### config.mk
export PLATFORM = sky130hd
export DESIGN_NAME = serial_min_grp_flat
export DESIGN_NICKNAME = d
export VERILOG_FILES = /design/src/rtl/min_grp_pkg.sv /design/src/rtl/serial_min_grp_if.sv /design/src/rtl/min_grp_acc.sv /design/src/rtl/serial_min_grp.sv /design/src/flat_wrapper.sv
export SDC_FILE = /design/constraint.sdc
export NUM_CORES = 1
export LEC_CHECK = 0
export CAP_MARGIN = 20
export CORE_MARGIN = 1.5
export CORE_UTILIZATION = 45
export DETAILED_ROUTE_END_ITERATION = 12
export PLACE_DENSITY = 0.79
export SLEW_MARGIN = 20
export SYNTH_ARGS = -nofsm -noshare
export SYNTH_HDL_FRONTEND = slang
export SYNTH_HIERARCHICAL = 1
export SYNTH_SLANG_ARGS = --single-unit
### constraint.sdc
create_clock -name clk -period 3.1 [get_ports clk]
set_input_delay 0.775 -clock clk [delete_from_list [all_inputs] [get_ports clk]]
set_output_delay 0.775 -clock clk [all_outputs]
set_load 0.02 [all_outputs]
### src/rtl/min_grp_pkg.sv
`default_nettype none
// ============================================================================
// Module   : min_grp_pkg
// Purpose  : Shared defaults and result type for the grouped-minimum blocks.
// Revision : 1.0  initial release
// ============================================================================
package min_grp_pkg;

    localparam int MIN_GRP_DW = 8;
    localparam int MIN_GRP_N  = 3;
    localparam int MIN_GRP_IW = $clog2(MIN_GRP_N);

    // Result of one closed group, sized for the default configuration.
    // Blocks built with other widths declare an identically shaped struct
    // and pass it down as a type parameter.
    typedef struct packed {
        logic [MIN_GRP_DW-1:0] min;
        logic [MIN_GRP_IW-1:0] idx;
        logic [MIN_GRP_IW:0]   cnt;
    } min_res_t;

endpackage : min_grp_pkg
`default_nettype wire

### src/rtl/serial_min_grp_if.sv
`default_nettype none
// ============================================================================
// Module   : serial_min_grp_if
// Purpose  : Sample-in / result-out handshake bundle for serial_min_grp.
//            slave  = the reduction block, master = source + consumer side.
// Revision : 1.0  initial release
// ============================================================================
interface serial_min_grp_if #(
    parameter int DW    = 8,
    parameter int GROUP = 3
);
    localparam int IW = $clog2(GROUP);

    logic          in_valid;
    logic          in_ready;
    logic [DW-1:0] in_data;
    logic          in_last;

    logic          out_valid;
    logic          out_ready;
    logic [DW-1:0] out_min;
    logic [IW-1:0] out_idx;
    logic [IW:0]   out_cnt;

    modport slave (
        input  in_valid, in_data, in_last, out_ready,
        output in_ready, out_valid, out_min, out_idx, out_cnt
    );

    modport master (
        output in_valid, in_data, in_last, out_ready,
        input  in_ready, out_valid, out_min, out_idx, out_cnt
    );

endinterface : serial_min_grp_if
`default_nettype wire

### src/rtl/min_grp_acc.sv
`default_nettype none
// ============================================================================
// Module   : min_grp_acc
// Purpose  : Per-group sample counter and running minimum. Presents the
//            result the group would have if the current sample closed it,
//            together with a close strobe for the output stage.
// Revision : 1.0  initial release
// ============================================================================
module min_grp_acc
    import min_grp_pkg::*;
#(
    parameter int  DW    = MIN_GRP_DW,
    parameter int  GROUP = MIN_GRP_N,
    parameter type RES_T = min_res_t
) (
    input  wire logic          clk,
    input  wire logic          rst,
    input  wire logic          accept,
    input  wire logic [DW-1:0] data,
    input  wire logic          last,
    output logic               at_end,
    output logic               close,
    output RES_T               res
);

    localparam int            IW       = $clog2(GROUP);
    localparam logic [IW-1:0] LAST_POS = IW'(GROUP - 1);

    logic [IW-1:0] cnt;
    logic [IW-1:0] run_idx;
    logic [DW-1:0] run_min;
    logic          take_new;
    logic [DW-1:0] next_min;
    logic [IW-1:0] next_idx;

    // Position GROUP-1 always ends a group; in_last may end it sooner.
    assign at_end = (cnt == LAST_POS);
    assign close  = accept && (at_end || last);

    // Running compare: first sample seeds, later ones replace only when
    // strictly smaller so the earliest of equal values keeps the index.
    always_comb begin
        take_new = (cnt == '0) || (data < run_min);
        next_min = take_new ? data : run_min;
        next_idx = take_new ? cnt  : run_idx;
        res      = '0;
        res.min  = next_min;
        res.idx  = next_idx;
        res.cnt  = (IW+1)'(cnt) + (IW+1)'(1);
    end

    // Counter and running state advance on every accepted sample.
    always_ff @(posedge clk) begin
        if (rst) begin
            cnt     <= '0;
            run_min <= '0;
            run_idx <= '0;
        end else if (accept) begin
            run_min <= next_min;
            run_idx <= next_idx;
            cnt     <= close ? '0 : cnt + 1'b1;
        end
    end

endmodule : min_grp_acc
`default_nettype wire

### src/rtl/serial_min_grp.sv
`default_nettype none
// ============================================================================
// Module   : serial_min_grp
// Purpose  : Streaming grouped minimum. Accepts one sample per cycle, emits
//            min / index / count of each group through a held output register.
// Revision : 1.0  initial release
// ============================================================================
module serial_min_grp
    import min_grp_pkg::*;
#(
    parameter int DW    = MIN_GRP_DW,
    parameter int GROUP = MIN_GRP_N
) (
    input  wire logic        clk,
    input  wire logic        rst,
    serial_min_grp_if.slave  bus
);

    localparam int IW = $clog2(GROUP);

    typedef struct packed {
        logic [DW-1:0] min;
        logic [IW-1:0] idx;
        logic [IW:0]   cnt;
    } res_t;

    logic          accept;
    logic          at_end;
    logic          close;
    res_t          res;
    logic          out_valid_reg;
    logic [DW-1:0] out_min_reg;
    logic [IW-1:0] out_idx_reg;
    logic [IW:0]   out_cnt_reg;

    // Only a closing sample needs output space; a transfer in the same
    // cycle frees it, so in_ready never depends on in_valid.
    assign bus.in_ready = !(at_end || bus.in_last) || !out_valid_reg || bus.out_ready;
    assign accept       = bus.in_valid && bus.in_ready;

    min_grp_acc #(
        .DW    (DW),
        .GROUP (GROUP),
        .RES_T (res_t)
    ) u_acc (
        .clk    (clk),
        .rst    (rst),
        .accept (accept),
        .data   (bus.in_data),
        .last   (bus.in_last),
        .at_end (at_end),
        .close  (close),
        .res    (res)
    );

    // Output register: a new result overwrites (also during a transfer,
    // keeping out_valid high); otherwise a transfer empties it.
    always_ff @(posedge clk) begin
        if (rst) begin
            out_valid_reg <= 1'b0;
            out_min_reg   <= '0;
            out_idx_reg   <= '0;
            out_cnt_reg   <= '0;
        end else if (close) begin
            out_valid_reg <= 1'b1;
            out_min_reg   <= res.min;
            out_idx_reg   <= res.idx;
            out_cnt_reg   <= res.cnt;
        end else if (out_valid_reg && bus.out_ready) begin
            out_valid_reg <= 1'b0;
        end
    end

    assign bus.out_valid = out_valid_reg;
    assign bus.out_min   = out_min_reg;
    assign bus.out_idx   = out_idx_reg;
    assign bus.out_cnt   = out_cnt_reg;

endmodule : serial_min_grp
`default_nettype wire

### src/flat_wrapper.sv
// flat-port wrapper written by rule: the top's interface ports become plain ports
module serial_min_grp_flat import min_grp_pkg::*;
#(
    parameter int DW    = MIN_GRP_DW,
    parameter int GROUP = MIN_GRP_N
)
  (clk, rst, bus_in_valid, bus_in_data, bus_in_last, bus_out_ready, bus_in_ready, bus_out_valid, bus_out_min, bus_out_idx, bus_out_cnt);
  serial_min_grp_if #(.DW(DW), .GROUP(GROUP)) bus_i ();
  input  wire logic clk;
  input  wire logic rst;
  input wire logic [$bits(bus_i.in_valid)-1:0] bus_in_valid;
  input wire logic [$bits(bus_i.in_data)-1:0] bus_in_data;
  input wire logic [$bits(bus_i.in_last)-1:0] bus_in_last;
  input wire logic [$bits(bus_i.out_ready)-1:0] bus_out_ready;
  output wire logic [$bits(bus_i.in_ready)-1:0] bus_in_ready;
  output wire logic [$bits(bus_i.out_valid)-1:0] bus_out_valid;
  output wire logic [$bits(bus_i.out_min)-1:0] bus_out_min;
  output wire logic [$bits(bus_i.out_idx)-1:0] bus_out_idx;
  output wire logic [$bits(bus_i.out_cnt)-1:0] bus_out_cnt;
  assign bus_i.in_valid = bus_in_valid;
  assign bus_i.in_data = bus_in_data;
  assign bus_i.in_last = bus_in_last;
  assign bus_i.out_ready = bus_out_ready;
  assign bus_in_ready = bus_i.in_ready;
  assign bus_out_valid = bus_i.out_valid;
  assign bus_out_min = bus_i.out_min;
  assign bus_out_idx = bus_i.out_idx;
  assign bus_out_cnt = bus_i.out_cnt;
  serial_min_grp #(.DW(DW), .GROUP(GROUP)) u_core (.clk(clk), .rst(rst), .bus(bus_i));
endmodule
==> impl_metrics.toml <==
[global_route]
gr-usage-met2_pct = 31.4
grt_pass1_vias = 1123
grt_start_max_net_pins = 35
met1_usage_pct = 21.1
grt_util_met3_pct = 2.18
grt_overflow_total = 0
globalRoute.busiestLayer = "met2"
antenna_found_initial = 0
first_pass_grt_wire_length_um = 4730
gr-usage-all-layers_pct = 17.5

[sta]
slew_headroom_pct = 77.9
setup_viol_count_final = 0
post-route-min-period_ns = 2.98
maxSlewViolCount = 0
grt_setup_unrepaired = "no"
max_freq_mhz = 336
min_period_over_period_pct = 96.1
totalNegativeSetupSlack_ns = 0
hold_viol_final = 0
timing_worst_slew_pin_value_ns = 0.331
fin_skew_ns = 0.00420

[clock_network]
worst_skew_pair.late_latency_ns = 0.33
clock_tree.buffer_depth = 2
cts_hold_repair.buffers = 0
path_clk_slew_ns = 0.14
ctsHtreeMaxLevel = 1
post_cts.resized_instances = 0
count_of_clock_tree_sinks = 26
cts_made_buffers = 3
cts-root-buf = "sky130_fd_sc_hd__clkbuf_4"
cts_setup_buffers = 0
clock_tree_from_tritoncts = "yes"

[detailed_routing]
antenna_violating_nets_post_route = 0
remaining_drc_errors = 0
post_drt_via_cell_ratio = 5.17
initialDrtViolationCount = 36
post_drt_wl_per_cell_um = 12.9
first_pass_iters = 4
dr_total_vias = 1133
finalWirelength_um = 2830

[cells_and_area]
fillers = 265
seqCellArea_sq_um = 520
postLayoutCoreUtil_pct = 59.1
syn2layout_area_growth_pct = 25.7
multi_input_area_sq_um = 798
final_design_area_no_fill_sq_um = 1790
final_cells = 219
fin_nets = 199
antenna_cells_inserted = 0
drive_above_1_share_pct = 17.1

[logic_synthesis]
unique_cell_type_count_in_the_yosys_netlist = 34
post_synth.cell_area_avg_sq_um = 9.82
sequential_share_of_the_synthesized_area_pct = 36.6
syn_nets = 168
synth-warning-count = 6
synth-seq-cells = 26
netlist_area_sq_um = 1420
synthCells = 145

[place]
port_buffers = 27
dp_hpwl_um = 2060
place.detailed.instances = 215
placedInstanceArea_sq_um = 1740
place.gp.congestion = 0.771

[power]
power_frac_comb_pct = 22.9
worst_ir_drop_vdd_mv = 0.216
p_seq_share_pct = 46.8
p_clk_share_pct = 30.3
static-leakage-power_nw = 0.699
power_density_nw_per_um2 = 431
intPower_mw = 0.569
p_switching_mw = 0.203
power.switching_fraction_pct = 26.3

[hold_path]
min-delay-path-class = "flip-flop to flip-flop"

[floorplan]
floorplan.die_area_sq_um = 3510
core_region_area_sq_um = 3030
fp.dieH_um = 59.3
die-width_um = 59.3
io-pin-count = 28
placement_rows = 20
start_util_pct = 47.0

[worst_setup_path]
r2r_slack_ns = 0.92
critical_path.startpoint_type = "input pin"
required_time_at_the_endpoint_of_the_critical_path_ns = 2.32
max_stage_delay_ns = 0.59
slowest_stage = "sky130_fd_sc_hd__clkdlybuf4s50_1"
critPathCaptureType = "output pin"
worstPathCellList = "clkdlybuf4s50_1 > or2_2 > nand2_1 > clkdlybuf4s50_1"
critical_path.top_delay_family = "buffers and inverters"
cp_common_cell = "sky130_fd_sc_hd__clkdlybuf4s50_1"
critical_path_buf_inv_count = 2
cp.arrival_ns = 2.20
worst-path-max-fanout = 3
timing.setup.critical_path_class = "input pin to output pin"

[run_status]
status = "finished clean"

[run]
max_cap_viol_count = 0
## power groups by stage
stage	Clock, mW	Combinational (mW)	Sequential (mW)
finish	0.234	0.177	0.361
global route	0.253	0.194	0.363
CTS	0.243	0.178	0.361
detailed placement	0	0.176	0.368
global placement	0	0.170	0.368
floorplan	0	0.109	0.378
## layer usage
metal,part of all wire [%],wire [um]
met5,0,0
met4,1.1,31
met3,2.9,82
met2,52,1460
met1,44,1250
## cell usage in the layout, fill, tap and decap left out, types with 2 or more instances in the layout
cell type	n
sky130_fd_sc_hd__buf_4	8
sky130_fd_sc_hd__nor2_1	17
sky130_fd_sc_hd__clkdlybuf4s50_1	27
sky130_fd_sc_hd__mux2i_1	14
sky130_fd_sc_hd__o21ai_2	3
sky130_fd_sc_hd__clkbuf_4	3
sky130_fd_sc_hd__nand4b_1	10
sky130_fd_sc_hd__ha_1	10
sky130_fd_sc_hd__dfxtp_1	26
sky130_fd_sc_hd__o21ai_0	8
sky130_fd_sc_hd__mux2_2	3
sky130_fd_sc_hd__nand2_1	8
sky130_fd_sc_hd__nor2b_1	2
sky130_fd_sc_hd__inv_1	9
sky130_fd_sc_hd__nand2b_1	4
sky130_fd_sc_hd__o31ai_2	7
## tightest hold or removal path: cells and delay by family, from the launching register on
kind | cells | cell delay (ns)
AO/OA/AOI/OAI | 1 | 0.05
flip-flops | 1 | 0.34
AND/OR/NAND/NOR | 1 | 0.08
## synth_stat cells
cell / count / area share (%)
sky130_fd_sc_hd__buf_4: 1 / 0.53
sky130_fd_sc_hd__ha_1: 10 / 8.8
sky130_fd_sc_hd__mux2i_1: 14 / 9.8
sky130_fd_sc_hd__nand4b_1: 10 / 6.2
sky130_fd_sc_hd__mux2_2: 3 / 2.4
sky130_fd_sc_hd__o31ai_2: 7 / 6.2
sky130_fd_sc_hd__buf_6: 2 / 1.6
sky130_fd_sc_hd__clkbuf_1: 2 / 0.53
sky130_fd_sc_hd__nor2b_1: 2 / 0.88
sky130_fd_sc_hd__nand2_1: 8 / 2.1
sky130_fd_sc_hd__nand4_1: 1 / 0.44
sky130_fd_sc_hd__a21oi_2: 1 / 0.62
sky130_fd_sc_hd__or2_2: 1 / 0.44
sky130_fd_sc_hd__nand3_1: 1 / 0.35
sky130_fd_sc_hd__dfxtp_1: 26 / 37
sky130_fd_sc_hd__a21o_1: 1 / 0.53
sky130_fd_sc_hd__and2_1: 1 / 0.44
sky130_fd_sc_hd__buf_2: 2 / 0.70
sky130_fd_sc_hd__o21ba_2: 1 / 0.70
sky130_fd_sc_hd__nand2b_1: 4 / 1.8
sky130_fd_sc_hd__buf_12: 1 / 1.4
sky130_fd_sc_hd__nor2_1: 17 / 4.5
sky130_fd_sc_hd__o21ai_2: 3 / 1.8
sky130_fd_sc_hd__a41o_1: 1 / 0.70
sky130_fd_sc_hd__a2bb2oi_4: 1 / 1.8
sky130_fd_sc_hd__nor3_1: 1 / 0.35
sky130_fd_sc_hd__nor3b_1: 1 / 0.53
sky130_fd_sc_hd__o21ai_1: 1 / 0.35
sky130_fd_sc_hd__inv_1: 9 / 2.4
sky130_fd_sc_hd__o21ai_0: 8 / 2.8
sky130_fd_sc_hd__a21oi_1: 1 / 0.35
sky130_fd_sc_hd__nor3_2: 1 / 0.70
sky130_fd_sc_hd__buf_1: 1 / 0.26
sky130_fd_sc_hd__a21boi_0: 1 / 0.53
## path summary, 6_finish.rpt
path	startpoint	to	cells after the start
max	bus_in_last	bus_in_ready	4
min	u_core/u_acc/run_idx[1]	u_core/u_acc/run_idx[1]	2
max reg2reg	u_core/u_acc/cnt[0]	u_core/bus.out_cnt[0]	8
min reg2reg	u_core/u_acc/run_idx[1]	u_core/u_acc/run_idx[1]	2
## cell type report
type / instances / share of cell area [%]
inverters: 9 / 1.89
repair buffers: 35 / 18.4
flip-flops and latches: 26 / 29.1
multi-input cells: 101 / 44.6
well taps: 44 / 3.07
clock inverters: 1 / 1.68
clock buffers: 3 / 1.26
## cell families (layout without fill, tap and decap cells)
logic type / after synthesis / count (layout) / share of synthesized area [%]
multiplexers: 17 / 17 / 12.2
AND/OR/NAND/NOR: 48 / 48 / 18.6
adder cells (fa/ha/maj): 10 / 10 / 8.79
AO/OA/AOI/OAI: 26 / 26 / 16.4
flip-flops: 26 / 26 / 36.6
buffers and inverters: 18 / 48 / 7.38
## metrics by stage
stage               power, mW  hold slack (ns)  setup WS (ns)
detailed placement      0.545            0.483          0.128
global placement        0.538            0.459          0.153
global route            0.809            0.522         0.0647
CTS                     0.782            0.504          0.115
floorplan               0.486            0.451          0.526
finish                  0.772            0.503          0.122
Power figures use the tool's default switching activity.
